### config.mk
export PLATFORM = sky130hd
export DESIGN_NAME = terminal_scroll_controller
export DESIGN_NICKNAME = d
export VERILOG_FILES = /design/src/rtl/terminal_scroll_controller.sv
export SDC_FILE = /design/constraint.sdc
export NUM_CORES = 1
export LEC_CHECK = 0
export CAP_MARGIN = 30
export CORE_MARGIN = 2
export CORE_UTILIZATION = 39
export CTS_CLUSTER_DIAMETER = 120
export CTS_CLUSTER_SIZE = 10
export DETAILED_ROUTE_END_ITERATION = 10
export MAX_ROUTING_LAYER = met4
export PLACE_DENSITY = 0.62
export SETUP_SLACK_MARGIN = 0.4
export SLEW_MARGIN = 20
export SYNTH_ARGS = -nofsm -noshare
export SYNTH_HDL_FRONTEND = slang
export SYNTH_SLANG_ARGS = --single-unit
### constraint.sdc
create_clock -name pixel_clk_in -period 6.15 [get_ports pixel_clk_in]
set_input_delay 1.23 -clock pixel_clk_in [delete_from_list [all_inputs] [get_ports pixel_clk_in]]
set_output_delay 1.23 -clock pixel_clk_in [all_outputs]
set_load 0.005 [all_outputs]
### src/rtl/terminal_scroll_controller.sv
// Text-grid terminal controller: debounced button edges plus a glyph code become
// one-cell-per-cycle grid writes, with auto-wrap, circular scrolling, full clear and a status field.
module terminal_scroll_controller #(
  parameter int unsigned SCREEN_WIDTH  = 76,
  parameter int unsigned SCREEN_HEIGHT = 44,
  parameter int unsigned STATUS_ROW    = 42,
  parameter int unsigned STATUS_COL    = 0,
  parameter int unsigned STATUS_LEN    = 8,
  localparam int unsigned TEXT_ROWS    = STATUS_ROW,
  localparam int unsigned ADDR_W       = $clog2(SCREEN_WIDTH * SCREEN_HEIGHT),
  localparam int unsigned ROW_W        = $clog2(TEXT_ROWS),
  localparam int unsigned COL_W        = $clog2(SCREEN_WIDTH)
) (
  input  logic              pixel_clk_in,
  input  logic              rst_in,
  input  logic              char_btn,
  input  logic              enter_btn,
  input  logic              bksp_btn,
  input  logic              clear_btn,
  input  logic [5:0]        char_code,
  input  logic [1:0]        status_mode,
  output logic              tg_we,
  output logic [ADDR_W-1:0] tg_addr,
  output logic [7:0]        tg_input,
  output logic [ROW_W-1:0]  row_offset,
  output logic [COL_W-1:0]  cursor_x,
  output logic [ROW_W-1:0]  cursor_y,
  output logic              busy
);

  localparam int unsigned RSUM_W = ROW_W + 1;
  localparam int unsigned B_CHAR = 0;
  localparam int unsigned B_ENT  = 1;
  localparam int unsigned B_BKSP = 2;
  localparam int unsigned B_CLR  = 3;

  localparam logic [ADDR_W-1:0] STATUS_BASE = ADDR_W'(STATUS_ROW * SCREEN_WIDTH + STATUS_COL);
  localparam logic [ADDR_W-1:0] STATUS_LAST = ADDR_W'(STATUS_LEN - 1);
  localparam logic [ADDR_W-1:0] LINE_LAST   = ADDR_W'(SCREEN_WIDTH - 1);
  localparam logic [ADDR_W-1:0] CLEAR_LAST  = ADDR_W'(TEXT_ROWS * SCREEN_WIDTH - 1);
  localparam logic [COL_W-1:0]  LAST_COL    = COL_W'(SCREEN_WIDTH - 1);
  localparam logic [ROW_W-1:0]  LAST_ROW    = ROW_W'(TEXT_ROWS - 1);

  typedef enum logic [1:0] {IDLE, STATUS, CLEAR_LINE, CLEAR_ALL} state_e;

  state_e              state_q, state_d;
  logic [ADDR_W-1:0]   cnt_q, cnt_d;
  logic [1:0]          mode_q, mode_d, shown_q, shown_d;
  logic [ROW_W-1:0]    line_q, line_d;
  logic [3:0]          btn_q, pend_q, pend_d;
  logic                we_q, we_d, busy_q, busy_d;
  logic [ADDR_W-1:0]   addr_q, addr_d;
  logic [7:0]          data_q, data_d;
  logic [ROW_W-1:0]    off_q, off_d, cy_q, cy_d, ny;
  logic [COL_W-1:0]    cx_q, cx_d, nx;
  logic [3:0]          btns, fall;
  logic                adv;

  // Physical cell address of logical (y, x) under a circular row offset.
  function automatic logic [ADDR_W-1:0] phys(input logic [ROW_W-1:0] y,
                                             input logic [ROW_W-1:0] off,
                                             input logic [COL_W-1:0] x);
    logic [RSUM_W-1:0] r;
    r = {1'b0, y} + {1'b0, off};
    if (r >= RSUM_W'(TEXT_ROWS)) r = r - RSUM_W'(TEXT_ROWS);
    return ADDR_W'(r) * ADDR_W'(SCREEN_WIDTH) + ADDR_W'(x);
  endfunction

  function automatic logic [7:0] glyph(input logic [5:0] c);
    logic [7:0] g;
    case (c)
      6'd27:   g = 8'd60;
      6'd28:   g = 8'd62;
      6'd29:   g = 8'd40;
      6'd30:   g = 8'd41;
      6'd31:   g = 8'd61;
      6'd32:   g = 8'd44;
      6'd33:   g = 8'd46;
      6'd34:   g = 8'd35;
      6'd44:   g = 8'd48;
      6'd45:   g = 8'd124;
      6'd46:   g = 8'd38;
      6'd47:   g = 8'd33;
      6'd48:   g = 8'd10;
      default: g = 8'd32;
    endcase
    if (c >= 6'd1 && c <= 6'd26) g = 8'd96 + 8'(c);
    if (c >= 6'd35 && c <= 6'd43) g = 8'd14 + 8'(c);
    return g;
  endfunction

  function automatic logic [7:0] status_char(input logic [1:0] m, input logic [2:0] i);
    logic [63:0] s;
    case (m)
      2'd1:    s = " compile";
      2'd2:    s = " idling ";
      2'd3:    s = " error  ";
      default: s = "        ";
    endcase
    s = s << {i, 3'b000};
    return s[63:56];
  endfunction

  assign btns = {clear_btn, bksp_btn, enter_btn, char_btn};
  assign fall = btn_q & ~btns;

  // Next-state and write generation; IDLE services one pending item per cycle.
  always_comb begin
    state_d = state_q;
    cnt_d   = cnt_q;
    mode_d  = mode_q;
    shown_d = shown_q;
    line_d  = line_q;
    pend_d  = pend_q | fall;
    we_d    = 1'b0;
    addr_d  = addr_q;
    data_d  = data_q;
    off_d   = off_q;
    cx_d    = cx_q;
    cy_d    = cy_q;
    busy_d  = (state_q != IDLE);
    nx      = cx_q;
    ny      = cy_q;
    adv     = 1'b0;
    case (state_q)
      IDLE: begin
        if (status_mode != shown_q) begin
          mode_d  = status_mode;
          cnt_d   = '0;
          state_d = STATUS;
        end else if (pend_q[B_CLR]) begin
          pend_d[B_CLR] = fall[B_CLR];
          cnt_d   = '0;
          state_d = CLEAR_ALL;
        end else if (pend_q[B_BKSP]) begin
          pend_d[B_BKSP] = fall[B_BKSP];
          if (cx_q != '0 || cy_q != '0) begin
            if (cx_q == '0) begin
              nx = LAST_COL;
              ny = cy_q - ROW_W'(1);
            end else begin
              nx = cx_q - COL_W'(1);
            end
            cx_d   = nx;
            cy_d   = ny;
            we_d   = 1'b1;
            addr_d = phys(ny, off_q, nx);
            data_d = 8'd32;
          end
        end else if (pend_q[B_ENT]) begin
          pend_d[B_ENT] = fall[B_ENT];
          we_d   = 1'b1;
          addr_d = phys(cy_q, off_q, cx_q);
          data_d = 8'd10;
          cx_d   = '0;
          adv    = 1'b1;
        end else if (pend_q[B_CHAR]) begin
          pend_d[B_CHAR] = fall[B_CHAR];
          we_d   = 1'b1;
          addr_d = phys(cy_q, off_q, cx_q);
          data_d = glyph(char_code);
          if (cx_q == LAST_COL) begin
            cx_d = '0;
            adv  = 1'b1;
          end else begin
            cx_d = cx_q + COL_W'(1);
          end
        end
        // At the bottom row, scroll and blank the row that becomes the new last line.
        if (adv) begin
          if (cy_q != LAST_ROW) begin
            cy_d = cy_q + ROW_W'(1);
          end else begin
            off_d   = (off_q == LAST_ROW) ? '0 : off_q + ROW_W'(1);
            line_d  = off_q;
            cnt_d   = '0;
            state_d = CLEAR_LINE;
          end
        end
      end
      STATUS: begin
        we_d   = 1'b1;
        addr_d = STATUS_BASE + cnt_q;
        data_d = status_char(mode_q, cnt_q[2:0]);
        if (cnt_q == STATUS_LAST) begin
          shown_d = mode_q;
          state_d = IDLE;
        end else begin
          cnt_d = cnt_q + ADDR_W'(1);
        end
      end
      CLEAR_LINE: begin
        we_d   = 1'b1;
        addr_d = phys(line_q, '0, COL_W'(cnt_q));
        data_d = 8'd32;
        if (cnt_q == LINE_LAST) state_d = IDLE;
        else cnt_d = cnt_q + ADDR_W'(1);
      end
      CLEAR_ALL: begin
        we_d   = 1'b1;
        addr_d = cnt_q;
        data_d = 8'd32;
        if (cnt_q == CLEAR_LAST) begin
          cx_d    = '0;
          cy_d    = '0;
          off_d   = '0;
          state_d = IDLE;
        end else begin
          cnt_d = cnt_q + ADDR_W'(1);
        end
      end
      default: state_d = IDLE;
    endcase
  end

  always_ff @(posedge pixel_clk_in or negedge rst_in) begin
    if (!rst_in) begin
      state_q <= IDLE;
      cnt_q   <= '0;
      mode_q  <= '0;
      shown_q <= '0;
      line_q  <= '0;
      btn_q   <= '0;
      pend_q  <= '0;
      we_q    <= 1'b0;
      addr_q  <= '0;
      data_q  <= '0;
      off_q   <= '0;
      cx_q    <= '0;
      cy_q    <= '0;
      busy_q  <= 1'b0;
    end else begin
      state_q <= state_d;
      cnt_q   <= cnt_d;
      mode_q  <= mode_d;
      shown_q <= shown_d;
      line_q  <= line_d;
      btn_q   <= btns;
      pend_q  <= pend_d;
      we_q    <= we_d;
      addr_q  <= addr_d;
      data_q  <= data_d;
      off_q   <= off_d;
      cx_q    <= cx_d;
      cy_q    <= cy_d;
      busy_q  <= busy_d;
    end
  end

  assign tg_we      = we_q;
  assign tg_addr    = addr_q;
  assign tg_input   = data_q;
  assign row_offset = off_q;
  assign cursor_x   = cx_q;
  assign cursor_y   = cy_q;
  assign busy       = busy_q;

endmodule

After elaboration in Yosys (flattened, before gate mapping)
Memory sizes are Yosys's and may differ from the RTL's.
Index checks and enable logic that the tools add are counted.

cells by class
  multiply operators = 4
  magnitude comparators = 7
  reduce and logical (&&, ||, !) cells = 20
  bitwise logic cells = 4
  multiplexer cells = 110
  equal/unequal tests = 25
  $add $sub $neg = 18
  shift operators = 1

operators by type and width
  cell                                                                                 count
  7-bit two-way mux                                                                    34
  55-bit case mux with 3 select lines                                                  1
  12-bit two-way mux                                                                   13
  6-bit two-way mux                                                                    16
  12-bit case mux with 4 select lines                                                  2
  64-bit two-way mux                                                                   1
  8-bit two-way mux                                                                    8
  64-bit by 6-bit << shifter with 64-bit output                                        1
  12-bit by 7-bit adder with 12-bit output                                             4
  7-bit by 5-bit multiplier with 10-bit output, second input constant                  4
  6-bit case mux with 2 select lines                                                   2
  8-bit case mux with 3 select lines                                                   1
  2-bit inequality test, second input constant                                         10
  1-bit two-way mux                                                                    18
  2-bit two-way mux                                                                    8
  6-bit by 6-bit adder with 7-bit output                                               2
  7-bit by 6-bit greater-or-equal comparator with 1-bit output, second input constant  2
  7-bit case mux with 2 select lines                                                   1
  7-bit by 6-bit subtractor with 7-bit output, second input constant                   2
  12-bit by 1-bit adder with 12-bit output, second input constant                      1
  12-bit adder, first input constant                                                   1
  6-bit by 1-bit adder with 6-bit output, second input constant                        2
  12-bit equality test, second input constant                                          1
  12-bit by 3-bit equality test with 1-bit output, second input constant               1
  40 further kinds                                                                     53

word-level totals
  bits of input ports = 14
  ROM bits = 448
  logic and storage cells = 204
  memories kept = 1
  bits in registers = 73
  output and inout bits = 41

memories
  memory           depth  width  rd ports  clocked after memory_dff  write ports  line  text
  (no name shown)  64     7      1         0                         0            71    case (c)

Longest topological paths before layout
Gate-level depths: netlist of the first run.

  word-level depth = 22
  gate-level depth with buffers = 28
  gate-level depth less buffers = 27

Worst setup path after synthesis of the first run
No wires, ideal clock.

  path kind = register to register
  start = register cx_q[0] (netlist: cursor_x[0])
  end = register addr_q[11] (netlist: tg_addr[11])
  library setup time = 122 ps
  setup slack = 11 ps
  period minus slack after synthesis = 6139 ps
  required time = 6028 ps
  stages on the path, launching flop included = 27
  buffers on the path = 1
  arrival time = 6017 ps
  path through = dfrtp_1 inv_1 ha_1 nor3b_2 and3b_1 clkbuf_1 xnor2_1 ha_1 fa_1 xnor2_1 ha_1 nand2_1 a21o_1 a21oi_1 a21oi_1 xor2_1 ha_1 fa_1 ha_1 nor2_1 a21oi_2 xnor2_1 or3_4 nor3b_2 xnor3_1 o221ai_2 a21oi_2

between the ends
  word-level cells in the longest chain between the ends = 22

RTL lines
  item                                          line  text
  start, declared                               55    logic [COL_W-1:0] cx_q, cx_d, nx;
  start signal, assigned                        229   cx_q <= '0;
  start signal, assigned                        244   cx_q <= cx_d;
  7-bit zero test                               138   if (cx_q == '0) begin
  6-bit two-way mux                             138
  6-bit two-way mux                             137   if (cx_q != '0 || cy_q != '0) begin
  6-bit two-way mux                             135   end else if (pend_q[B_BKSP]) begin
  6-bit two-way mux                             131   end else if (pend_q[B_CLR]) begin
  6-bit two-way mux                             127   if (status_mode != shown_q) begin
  6-bit two-way mux                             125   case (state_q)
  6-bit by 6-bit adder with 7-bit output        64    r = {1'b0, y} + {1'b0, off};
  [... 6 more ...]                              n/a
  7-bit two-way mux                             125
  7-bit by 5-bit multiplier with 10-bit output  66    return ADDR_W'(r) * ADDR_W'(SCREEN_WIDTH) + ADDR_W'(x);
  12-bit by 7-bit adder with 12-bit output      66
  12-bit two-way mux                            137
  12-bit two-way mux                            135
  12-bit two-way mux                            131
  12-bit two-way mux                            127
  12-bit case mux with 4 select lines           125
  end signal, assigned                          241   addr_q <= addr_d;
  end, declared                                 52    logic [ADDR_W-1:0] addr_q, addr_d;

Several ways; a longest one is shown, not always the timed one. The select of a mux whose other input is x is not followed.
A chain may end at the register's enable or synchronous reset.

Worst setup path after layout of the first run
Same ends and word-level chain as after synthesis.

==> results of run 1 <==
cells in the mapped netlist (all sizes together), types with 14 or more instances:
| library cell | n |
|---|---|
| ha | 106 |
| a21oi | 74 |
| nor2 | 79 |
| nand3 | 25 |
| nand2 | 98 |
| nor2b | 14 |
| xnor2 | 32 |
| o21ai | 99 |
| inv | 83 |
| clkbuf | 31 |
| nor3 | 18 |
| a21o | 14 |
| dfrtp | 73 |
| a211oi | 14 |
| o31ai | 21 |
| fa | 14 |
| xor2 | 23 |
power breakdown:
group          switching [mW]  internal, mW  total, mW
Sequential              0.192         0.592      0.783
Clock                   0.207         0.310      0.517
Combinational            1.68          1.51       3.19
through the flow:
stage | area (um2) | util | hold slack, ns
floorplan | 8410 | - | 0.473
global placement | 9240 | 0.439 | 0.465
detailed placement | 9250 | 0.440 | 0.470
CTS | 9740 | 0.463 | 0.488
global route | 10100 | 0.479 | 0.513
finish | 10100 | 0.479 | 0.486
critical path: cells and delay by family (launching register included):
family | cells | cell delay (ns)
xor+xnor | 2 | 0.41
flops | 1 | 0.41
mux | 1 | 0.30
simple gates | 7 | 1.65
fa+ha+maj | 5 | 1.52
buf+inv | 4 | 0.31
compound gates | 7 | 1.10
path summary, 6_finish.rpt:
check,from,endpoint,cells after the start
setup / recovery,cursor_x[0],tg_addr[11],26
hold / removal,tg_input[1],tg_input[1],2
setup reg to reg,cursor_x[0],tg_addr[11],26
hold reg to reg,tg_input[1],tg_input[1],2
max in group asynchronous,rst_in,cursor_x[0],2
min in group asynchronous,rst_in,cursor_y[0],1
state kept, by name, summed over array words and instances, names as in the netlist, 2 cells and up:
signal	cells
row_offset	6
shown_q	2
cnt_q	12
cursor_x	7
btn_q	4
tg_input	8
pend_q	4
cursor_y	6
state_q	2
mode_q	2
tg_addr	12
line_q	6
kinds of logic after synthesis:
kind of cell,after synthesis
buffers and inverters,127
adder cells (fa/ha/maj),120
flip-flops,73
multiplexers,24
AO/OA/AOI/OAI,309
AND/OR/NAND/NOR,319
XOR/XNOR,58
per-layer routing:
layer / GRT usage / part of all wire
met1: 0.292 / 0.47
met2: 0.341 / 0.45
met3: 0.0273 / 0.044
met4: 0.0755 / 0.031
met5: - / 0
layout make-up:
type	instances	area, um2	area share
clock buffers	11	233	0.0231
repair buffers	96	877	0.0871
well taps	275	344	0.0342
flip-flops and latches	73	1830	0.182
clock inverters	3	45.0	0.00448
multi-input cells	830	6420	0.638
inverters	84	315	0.0313
timing repair:
action,CTS,global route
setup endpoints to repair,6,6
resized for setup,20,45
buffers inserted,14,9
pin swaps,24,20
==> metrics.cfg, run 1 <==
[outcome]
status=finished, final reports clean

[power]
vdd_drop_max_mv=0.348
power.density_nw_per_um2=446
finalPower_mw=4.49
leakagePower_nw=4.48

[place]
pre_cts_ws_ns=0.0757
placedCellCount=1335
dp_hpwl_mm=17.4
gp_congestion=0.938
io_buffers=54

[drt]
vias_per_cell=5.67
first_iter_violations=483
detailedRoute.firstPassIterationCount=5
finalWirelength_mm=23.6
antenna_left=0
drc=0
wl_per_cell_um=17.2
dr_total_vias=7774

[synth]
syn-cell-area_um2=8360
synth-seq-cells=73
synth-xor-area-share=0.0666
synth_nets=1164
yosysWarnings=0
ys_types=89
yosys.area_share.simple=0.195
synth_cells=1030
yosysTopAreaCellShare=0.219
synthMuxAreaShare=0.0331
synth_top_cell_by_area=dfrtp_1
yosysSeqAreaShare=0.219
synth-compound-area-share=0.235
synth_top_family_by_area=compound AO/OA/AOI/OAI gates
synth_area_per_cell_um2=8.11
synth-edff-count=0
yosys-top-cells-area=dfrtp_1, ha_1, o21ai_0, nand2_1, a21oi_1
synth-adder-area-share=0.192
synth_flop_cell=dfrtp_1
async_flop_share=1.00

[floorplan]
coreArea_um2=21000
fp.dieH_um=150
rows=53
fp.dieW_um=150
ios=55
die_area_um2=22600
start_util=0.398

[grt]
grt_max_degree=54
antenna_found_initial=0
grt-ovfl-total=0
grt_pass1_wl_mm=38.3
grt_pass1_vias=7557
grt_usage=0.218

[timing]
clock_skew_ns=0.0139
fmax_ghz=0.171
hold_viol=0
finalMaxSlewViolations=0
finalSetupTns_ns=0
rsz0062_at_grt=yes
worst_pin_slew_ns=0.945
finalCriticalPeriod_ns=5.84
relSlewSlack=0.370
post-route-period-util=0.950
setup_viol=0
setup_ws_ns=0.311

[clock_tree]
clk_root_buffer_cell=clkbuf_16
numCtsBuffers=9
clkLatencyLatePin_ns=0.35
cts_max_level=3
cts_tree=yes
clock_path_buffers=2
clkSinkCount=73
clk_pin_slew_ns=0.06
ctsHoldBuffers=0

[critical_path]
crit_fanout=4
worst_path_max_delay_cell=fa_2
cp-end-kind=flip-flop
slowest_delay_ns=0.52
critPathRequiredTime_ns=6.37
start_kind=flip-flop
path_class=flip-flop to flip-flop
crit_arrival_ns=6.06
rrSetupSlack_ns=0.31

[final_layout]
area_delta_synth_final_pct=20.4
final_nets=1228
fin_cells=1372
most-common-layout-cells=nand2_1, o21ai_0, ha_1
final_common_cell=nand2_1
drive_gt1_frac=0.139
diodes=0
fillers=1980

[run]
cap_violations=0

[worst_hold_path]
hold_path.class=flip-flop to flip-flop

(Power assumes the default switching activity.)
==> run 2, diff against run 1 <==
Settings changed: CTS_CLUSTER_DIAMETER 120 to 60, SLEW_MARGIN 20 to 5.
==> results of run 2 <==
Final layout, timing and power as in run 1 (identical DEF).
==> run 3, diff against run 2 <==
Settings changed: CORE_UTILIZATION 39 to 60, PLACE_DENSITY 0.62 to 0.84.
Clock period 6.15 ns to 5.5 ns, I/O delays scaled along.
==> metrics.cfg, run 3 (synthesis results as in run 1) <==
[power]
switching_power_mw=2.35  ; +13%
vdd_drop_max_mv=0.329  ; -5.5%
power.density_nw_per_um2=505  ; +13%
finalPower_mw=5.12  ; +14%
pwr-share-clk=0.109  ; -0.006
p_seq_frac=0.169  ; -0.005
internal-power_mw=2.77  ; +15%
switching_share=0.460  ; -0.00393
combPwrFrac=0.722  ; +0.012
leakagePower_nw=4.66  ; +3.9%

[timing]
clock_skew_ns=0.00750  ; -0.00641 ns
rsz0062_at_grt=yes
finalCriticalPeriod_ns=5.81  ; -0.0298 ns
setup_ws_ns=-0.310  ; -0.620 ns
post-route-period-util=1.06  ; +0.107
fmax_ghz=0.172  ; +0.51%
relSlewSlack=0.427  ; +0.0569
finalMaxSlewViolations=0  ; unchanged
setup_viol=6  ; +6
worst_pin_slew_ns=0.860  ; -0.0854 ns
whs_ns=0.487  ; +0.000766 ns
hold_viol=0  ; unchanged

[critical_path]
path_class=flip-flop to flip-flop
worst_path_max_delay_cell=fa_1
critPathRequiredTime_ns=5.72  ; -0.65 ns
crit_arrival_ns=6.03  ; -0.03 ns
rrSetupSlack_ns=-0.31  ; -0.62 ns
cp-end-kind=flip-flop
cp_top_family=simple AND/OR/NAND/NOR gates
slowest_delay_ns=0.54  ; +0.02 ns
start_kind=flip-flop
crit_fanout=5  ; +1
worst-path-buf-inv=3  ; -1

[grt]
grt_pass1_vias=7698  ; +1.9%
grt_pass1_wl_mm=37.0  ; -3.5%
grt_usage=0.317  ; +0.0985
antenna_found_initial=0  ; unchanged
grt-ovfl-total=0  ; unchanged
grt_max_degree=74  ; +37%

[drt]
wl_met2_mm=11.2  ; +4.4%
first_iter_violations=725  ; +50%
topRoutingLayerUsed=met4
antenna_left=0  ; unchanged
finalWirelength_mm=22.8  ; -3.6%
dr_wl_met3_mm=1.22  ; +17%
detailedRoute.firstPassIterationCount=5  ; unchanged
vias_per_cell=6.24  ; +10%
drc=0  ; unchanged
wl_per_cell_um=17.4  ; +1.2%
m1WireLength_mm=9.73  ; -12%
dr_total_vias=8155  ; +4.9%

[clock_tree]
numCtsBuffers=9  ; unchanged
clkSinkCount=73  ; unchanged
ctsHoldBuffers=0  ; unchanged
clk_pin_slew_ns=0.06  ; about the same
clock_path_buffers=2  ; unchanged
clkLatencyLatePin_ns=0.34  ; about the same
clk_root_buffer_cell=clkbuf_16
cts_tree=yes
cts_max_level=3  ; unchanged

[floorplan]
die_area_um2=14900  ; -34%
fp.dieH_um=122  ; -19%
start_util=0.609  ; +0.212
coreArea_um2=13700  ; -35%
ios=55  ; unchanged
fp.dieW_um=122  ; -19%
rows=43  ; -19%

[final_layout]
final_common_cell=nand2_1
fillers=1007  ; -49%
final_nets=1257  ; +2.4%
diodes=0  ; unchanged
drive_gt1_frac=0.161  ; +0.0211
most-common-layout-cells=nand2_1, ha_1, o21ai_0
stdcell_area_um2=10100  ; +0.67%
area_delta_synth_final_pct=21.2
fin_cells=1307  ; -4.7%

[place]
dp_hpwl_mm=16.8  ; -2.9%
io_buffers=54  ; unchanged
gp_congestion=0.924  ; -1.4%
dpl-instance-area_um2=9540  ; +3.2%
placedCellCount=1281  ; -4.0%

[outcome]
status=complete, but fails checks
violations=negative setup slack

[worst_hold_path]
hold_path.class=flip-flop to flip-flop

[run]
cap_violations=0  ; unchanged

## run 3: cell count changes in the layout (fill, tap and decap cells not counted), moves of 3 or more
| cell | change |
|---|---|
| inv_1 | +3 |
| buf_4 | +27 |
| inv_2 | -3 |
| a21oi_1 | -4 |
| a21oi_2 | +3 |
| o21ai_1 | +3 |
## run 3: metrics by stage
stage | setup TNS (ns) | setup slack (ns) | util
after floorplan | -0.0548 | -0.0548 | -
after global placement | -0.110 | -0.0641 | 0.694
after detailed placement | -0.820 | -0.210 | 0.696
after CTS | -0.311 | -0.107 | 0.722
after global routing | -2.57 | -0.545 | 0.739
final | -1.28 | -0.310 | 0.739
## run 3: power groups by stage
stage,Sequential [mW],Combinational [mW],Clock [mW]
2_1_floorplan,0.778,2.17,0
3_3_place_gp,0.861,3.07,0
3_5_place_dp,0.863,3.18,0
4_1_cts,0.858,3.29,0.557
5_1_grt,0.887,4.01,0.585
6_report,0.865,3.70,0.556
## run 3: cell type report
cell class | count | area, um2 | area share
multi-input combinational | 830 | 6360 | 0.628
sequential | 73 | 1830 | 0.180
timing repair buffer | 125 | 1120 | 0.111
inverter | 84 | 315 | 0.0311
clock buffer | 11 | 253 | 0.0249
tap | 180 | 225 | 0.0222
clock inverter | 4 | 28.8 | 0.00284
## run 3: layer usage
layer | vias to the layer above | GRT usage
li1 | 3883 | -
met1 | 3918 | 0.397
met2 | 304 | 0.530
met3 | 50 | 0.0459
met4 | 0 | 0.0963
met5 | - | -
## run 3: what timing repair did
item,CTS,global route
resized for setup,10,29
endpoints found under the setup margin,8,9
pin swaps,11,25
buffers inserted,5,5
## run 3: worst paths after layout
check,startpoint,end,cells past startpoint
worst min-delay path,tg_addr[2],tg_addr[2],2
min in group asynchronous,rst_in,line_q[5],1
worst min register to register,tg_addr[2],tg_addr[2],2
worst max-delay path,cursor_x[0],tg_addr[11],27
max in group asynchronous,rst_in,cursor_x[0],2
worst max register to register,cursor_x[0],tg_addr[11],27
## run 3: tightest hold or removal path: stages (launching register included)
cell	delay (ns)
dfrtp_1	0.35
nand2_1	0.05
o21ai_0	0.06
